$ cat src/rtl/codec_stream_scheduler.sv
// codec_stream_scheduler
//   Moves left/right sample pairs from the CODEC mic-in side to the line-out
//   side through a small first-word-fall-through FIFO. Playback is held off
//   until the FIFO has primed to PRIME_LEVEL pairs. Overflow (sample dropped
//   while full) and underflow (line-out slot with an empty FIFO while
//   playing) are reported as one-cycle pulses.
//
// Parameters
//   DATA_W       sample width per channel
//   DEPTH        FIFO depth in sample pairs (power of two, >= 2)
//   PRIME_LEVEL  pairs buffered before playback starts (1..DEPTH)
//
// Ports
//   clk, reset        clock, synchronous active-high reset
//   enable            streaming enable; low flushes the FIFO and re-primes
//   mute              zero the line-out data while still consuming samples
//   read_ready        CODEC has a mic-in sample (readdata_left/right)
//   write_ready       CODEC can take a line-out sample
//   read, write       combinational consume/produce strobes to the CODEC
//   writedata_*       line-out sample pair (zero when not popping or muted)
//   fill_level        pairs currently held in the FIFO
//   playing           high while in RUN
//   overflow          one-cycle pulse: mic-in sample discarded, FIFO full
//   underflow         one-cycle pulse: line-out slot with an empty FIFO
//
// Optional build macro
//   DROP_COUNT_EN     adds drop_count[15:0], a saturating count of overflow
//                     and underflow events (cleared by reset and enable=0)
module codec_stream_scheduler #(
  parameter int DATA_W      = 24,
  parameter int DEPTH       = 8,
  parameter int PRIME_LEVEL = 4
) (
  input  logic                       clk,
  input  logic                       reset,
  input  logic                       enable,
  input  logic                       mute,
  input  logic                       read_ready,
  input  logic                       write_ready,
  input  logic [DATA_W-1:0]          readdata_left,
  input  logic [DATA_W-1:0]          readdata_right,
  output logic                       read,
  output logic                       write,
  output logic [DATA_W-1:0]          writedata_left,
  output logic [DATA_W-1:0]          writedata_right,
  output logic [$clog2(DEPTH):0]     fill_level,
  output logic                       playing,
  output logic                       overflow,
  output logic                       underflow
`ifdef DROP_COUNT_EN
  ,
  output logic [15:0]                drop_count
`endif
);

  localparam int AW = $clog2(DEPTH);
  localparam logic [AW:0] FULL_CNT  = (AW+1)'(DEPTH);
  localparam logic [AW:0] PRIME_CNT = (AW+1)'(PRIME_LEVEL);
  localparam logic [AW:0] ONE_CNT   = (AW+1)'(1);
  localparam logic [AW-1:0] ONE_PTR = AW'(1);

  typedef enum logic {PRIME, RUN} state_t;

  state_t                  state, state_next;
  logic [2*DATA_W-1:0]     mem [DEPTH];
  logic [AW-1:0]           wr_ptr, rd_ptr;
  logic [AW:0]             count, count_next;
  logic                    full, empty;
  logic                    push, pop;
  logic                    drop, underrun;
  logic                    overflow_p1, underflow_p1;
  logic [2*DATA_W-1:0]     head;

`ifdef DROP_COUNT_EN
  logic [15:0]             drop_count_p1;

  function automatic logic [15:0] sat_add16(input logic [15:0] a, input logic [1:0] b);
    logic [16:0] s;
    s = {1'b0, a} + {15'b0, b};
    return s[16] ? 16'hFFFF : s[15:0];
  endfunction
`endif

  // Strobes and FIFO handshakes, all combinational from registered state
  assign read     = enable & read_ready;
  assign write    = enable & write_ready;
  assign full     = (count == FULL_CNT);
  assign empty    = (count == '0);
  assign pop      = write & (state == RUN) & ~empty;
  // A pop in the same cycle frees a slot, so a full FIFO still accepts.
  assign push     = read & (~full | pop);
  assign drop     = read & full & ~pop;
  assign underrun = write & (state == RUN) & empty;
  assign head     = mem[rd_ptr];

  assign {writedata_left, writedata_right} = (pop && !mute) ? head : '0;

  always_comb begin
    count_next = count;
    unique case ({push, pop})
      2'b10:   count_next = count + ONE_CNT;
      2'b01:   count_next = count - ONE_CNT;
      default: count_next = count;
    endcase
  end

  // FSM: next state
  always_comb begin
    state_next = state;
    if (!enable) begin
      state_next = PRIME;
    end else begin
      unique case (state)
        PRIME:   if (count_next >= PRIME_CNT) state_next = RUN;
        RUN:     if (underrun) state_next = PRIME;
        default: state_next = PRIME;
      endcase
    end
  end

  // FSM: state register
  always_ff @(posedge clk) begin
    if (reset) state <= PRIME;
    else       state <= state_next;
  end

  // Stage p0 -> p1: FIFO control and event pulses
  always_ff @(posedge clk) begin
    if (reset || !enable) begin
      wr_ptr       <= '0;
      rd_ptr       <= '0;
      count        <= '0;
      overflow_p1  <= 1'b0;
      underflow_p1 <= 1'b0;
    end else begin
      if (push) wr_ptr <= wr_ptr + ONE_PTR;
      if (pop)  rd_ptr <= rd_ptr + ONE_PTR;
      count        <= count_next;
      overflow_p1  <= drop;
      underflow_p1 <= underrun;
    end
  end

  // Sample storage; pointers alone define validity, so no reset here
  always_ff @(posedge clk) begin
    if (push) mem[wr_ptr] <= {readdata_left, readdata_right};
  end

`ifdef DROP_COUNT_EN
  always_ff @(posedge clk) begin
    if (reset || !enable) drop_count_p1 <= '0;
    else                  drop_count_p1 <= sat_add16(drop_count_p1, {1'b0, drop} + {1'b0, underrun});
  end
  assign drop_count = drop_count_p1;
`endif

  assign fill_level = count;
  assign playing    = (state == RUN);
  assign overflow   = overflow_p1;
  assign underflow  = underflow_p1;

endmodule
$ cat config.mk
export PLATFORM = sky130hd
export DESIGN_NAME = codec_stream_scheduler
export DESIGN_NICKNAME = d
export VERILOG_FILES = /design/src/rtl/codec_stream_scheduler.sv
export SDC_FILE = /design/constraint.sdc
export NUM_CORES = 1
export LEC_CHECK = 0
export ABC_AREA = 1
export CAP_MARGIN = 20
export CELL_PAD_IN_SITES_DETAIL_PLACEMENT = 1
export CELL_PAD_IN_SITES_GLOBAL_PLACEMENT = 2
export CORE_MARGIN = 2
export CORE_UTILIZATION = 47
export DETAILED_ROUTE_END_ITERATION = 10
export DONT_BUFFER_PORTS = 1
export GPL_ROUTABILITY_DRIVEN = 0
export GPL_TIMING_DRIVEN = 0
export HOLD_SLACK_MARGIN = 0.08
export PLACE_DENSITY_LB_ADDON = 0.12
export SYNTH_ARGS = -nofsm -noshare
export SYNTH_HDL_FRONTEND = slang
export SYNTH_SLANG_ARGS = --single-unit
$ cat constraint.sdc
create_clock -name clk -period 7.9 [get_ports clk]
set_input_delay 0.395 -clock clk [delete_from_list [all_inputs] [get_ports clk]]
set_output_delay 0.395 -clock clk [all_outputs]
set_load 0.02 [all_outputs]
==> metrics.md <==
| Metric | Value |
|---|---|
| Total global-route track usage | `0.246` |
| Final wirelength | `42,500 um` |
| Routed length per instance | `23.1 um` |
| Max Clock Freq | `322 MHz` |
| Crit Reg-Reg Startpoint | `playing` |
| Post-synthesis xor/xnor area fraction | `0.00110` |
| Detail Route Antenna Nets | `0` |
| Cell variety after synth | `31` |
| Clock Pin Slew Worst Setup and Hold Paths | `0.06 ns` |
| H-Tree Depth | `2` |
| Avg Cell Area, Syn | `12.7 um^2` |
| Share of total power in the clock network | `0.456` |
| Starting density of the core | `0.475` |
| LEAKAGE | `0.00617 uW` |
| CP Class | `reg2out` |
| CTS Buf Count | `43` |
| Final hold violation count | `0` |
| Max clock buf depth | `3` |
| CTS tree | `done` |
| DIE HEIGHT | `188 um` |
| Comb power frac | `0.019` |
| Mapped Area | `0.0159 mm^2` |
| Synth Net Count | `1,315` |
| P_sw | `860 uW` |
| Vias in the first global route | `11,000` |
| Post-CTS resize count | `0` |
| Final Max Slew Viols | `0` |
| Die width | `188 um` |
| Initial antenna violation count | `2` |
| Row cnt | `67` |
| Clock sink count | `400` |
| CTS Root Cell | `clkbuf_16` |
| CP cell instances | `buf_2, clkbuf_1, buf_1, a21oi_1, nor2_1` |
| DR vias/cell | `5.56` |
| FF-to-FF path depth | `9` |
| Hold buffer count at cts | `51` |
| Global-route wire length before repair | `65,800 um` |
| Area delta synth->final | `17.5%` |
| Clk_lat worst skew | `0.55 ns` |
| Reg2reg end | `mem[2][35]` |
| Final period util | `0.393` |
| Post-synthesis simple-gate area fraction | `0.108` |
| Post-synthesis cell count | `1,256` |
| WP data arrival | `2.71 ns` |
| Largest net degree at the start of global routing | `28` |
| Buf/Inv on CP | `3` |
| Critical path endpoint category | `primary output` |
| Die ar. | `0.0353 mm^2` |
| Final TNS setup | `0 ns` |
| Top delay family on crit path | `buffers and inverters` |
| CP max stage delay | `0.55 ns` |
| Portion of netlist area occupied by mux cells | `0` |
| DRC | `0` |
| Largest family of logic cells by synthesized area | `simple AND/OR/NAND/NOR gates` |
| Setup Skew | `0.0148 ns` |
| Sw Share | `0.193` |
| Hold Crit Class | `in2reg` |
| Worst Setup Start Kind | `flip-flop` |
| # nets final | `1,421` |
| Sequential area share after synthesis | `0.745` |
| CP Max Fanout | `10` |
| Worst setup path endpoint | `writedata_right[7]` |
| Compound-Gate Fraction of Synth Area | `0.107` |
| 1st-iter DRT viols | `700` |
| Grt total ovfl | `0` |
| Hpwl dp | `26,700 um` |
| Max_cap viols | `0` |
| Layout cells sized above 1 | `0.0963` |
| Initial DRT Pass Iterations | `5` |
| Synth Warn # | `0` |
| Slowest cell on the critical path | `buf_1` |
| Required time worst endpoint | `7.51 ns` |
| Sequential power share | `0.525` |
| Port bufs | `0` |
| Slew headroom | `0.401` |
| Power density over the cells | `239 mW/mm^2` |
| Final setup viols | `0` |
| DR vias | `10,200` |
| Synth Area in Adders | `0.00393` |
| RSZ-0062 raised after global routing | `false` |
| Worst-Margin Slew | `0.897 ns` |
| Internal cell power | `3610 uW` |
| Min cycle time layout | `3.10 ns` |
| # IOs | `111` |
| Number of synthesized register bits | `400` |
| R2R Setup Slk | `5.14 ns` |
| Peak supply drop | `0.000198 V` |
| Post-CTS Setup Inserts | `0` |
| Worst hold slack | `0.101 ns` |
| Crit path depth | `5` |
| Outcome | `finished, final reports clean` |
| Core area | `0.0334 mm^2` |
[flip-flops by register name, summed over array words and instances (netlist names), named ones only]
name / cells
overflow: 1
playing: 1
wr_ptr: 3
fill_level: 4
rd_ptr: 3
mem: 384
underflow: 1
[routing by layer]
layer | global-route usage | part of all wire | up-vias
met5 | 0 | 0.00028 | -
met4 | 0.0624 | 0.016 | 2
met3 | 0.0421 | 0.047 | 54
met2 | 0.425 | 0.51 | 271
met1 | 0.323 | 0.43 | 5159
li1 | - | - | 4747
[layout make-up]
cell class              count  area, um^2
diodes                      1        2.50
fillers                  3347       14800
clock inverters            19         219
plain buffers              79         455
clock buffers              56        1210
flip-flops and latches    400       11900
multi-input cells         752        3560
inverters                  25        96.3
well taps                 448         561
repair buffers             61         733
[worst register-to-register path: stages, from the launching register on]
cell,delay [ns]
dfxtp_1,0.46
inv_1,0.11
nor2_4,0.14
inv_1,0.07
nand3_1,0.12
nand2_2,0.13
inv_2,0.08
nand2_1,0.23
nor2_4,0.75
buf_12,0.30
[per-stage QoR]
step	cells	total power (uW)	setup WS, ns	area [um^2]	utilization
5_1_grt	1841	4590	4.63	18700	0.559
6_report	1841	4470	4.80	18700	0.559
2_1_floorplan	1256	2420	4.32	15900	-
4_1_cts	1840	4490	4.75	18700	0.559
3_3_place_gp	1704	2430	2.29	16500	0.492
3_5_place_dp	1714	2430	5.10	16700	0.501
[cells in the mapped netlist]
cell type  instances  area (um^2)
or2_2              1         6.26
ha_1               5         62.6
nor2_1           350         1310
a211oi_1           2         15.0
clkbuf_2           1         5.00
nor3b_1            2         15.0
buf_4              7         52.6
o211a_1            1         10.0
nand3_1            8         40.0
nand2_1           75          282
buf_6             14          158
xor2_1             2         17.5
dfxtp_1           16          320
nand2_2            4         25.0
o221ai_1          48          420
buf_1              2         7.51
o21ai_0          138          691
o22ai_1            1         6.26
nor3_2             1         10.0
inv_2              2         7.51
o211ai_1           1         7.51
a31oi_1            1         6.26
nor3_1             2         10.0
inv_1             22         82.6
a21oi_1           53          265
nor2_4             2         22.5
inv_4              1         6.26
edfxtp_1         384        11500
clkbuf_1          34          128
o21ai_1           55          275
buf_2             21          105
[worst min-delay path by stage]
stage	endpoint	start	cells after the start
floorplan	wr_ptr[0]	wr_ptr[0]	2
global placement	wr_ptr[0]	wr_ptr[0]	2
detailed placement	wr_ptr[0]	wr_ptr[0]	2
CTS	overflow	reset	3
global route	underflow	enable	4
finish	overflow	reset	3
[cell families after synthesis]
logic type	count (synthesis)
DFF	400
adders and majority gates	5
and+or+nand+nor	445
xor gates and xnor gates	2
buffers and inverters	104
AOI/OAI and AO/OA	300
[power groups by stage]
| stage | Sequential (uW) | Combinational, uW | Clock, uW |
|---|---|---|---|
| 2_1_floorplan | 2390 | 26.0 | 0 |
| 3_3_place_gp | 2390 | 33.7 | 0 |
| 3_5_place_dp | 2390 | 38.2 | 0 |
| 4_1_cts | 2350 | 83.3 | 2060 |
| 5_1_grt | 2350 | 92.5 | 2150 |
| 6_report | 2350 | 83.1 | 2040 |
[cells in the final DEF, fill, tap and decap left out, types with 3 or more instances in the layout]
cell,Yosys,routed
nor2_1,350,342
buf_16,0,3
clkinv_1,0,6
o221ai_1,48,48
dfxtp_1,16,16
clkinv_2,0,6
clkbuf_8,0,4
inv_1,22,22
clkbuf_16,0,45
bufinv_16,0,5
buf_12,0,7
o21ai_0,138,138
nand2_2,4,4
nand3_1,8,8
o21ai_1,55,55
nor2_4,2,10
ha_1,5,5
dlygate4sd3_1,0,51
clkbuf_1,34,41
buf_4,7,7
buf_2,21,21
a21oi_1,53,53
buf_6,14,14
edfxtp_1,384,384
nand2_1,75,75
Note: power is estimated with default switching activity, not from simulation.
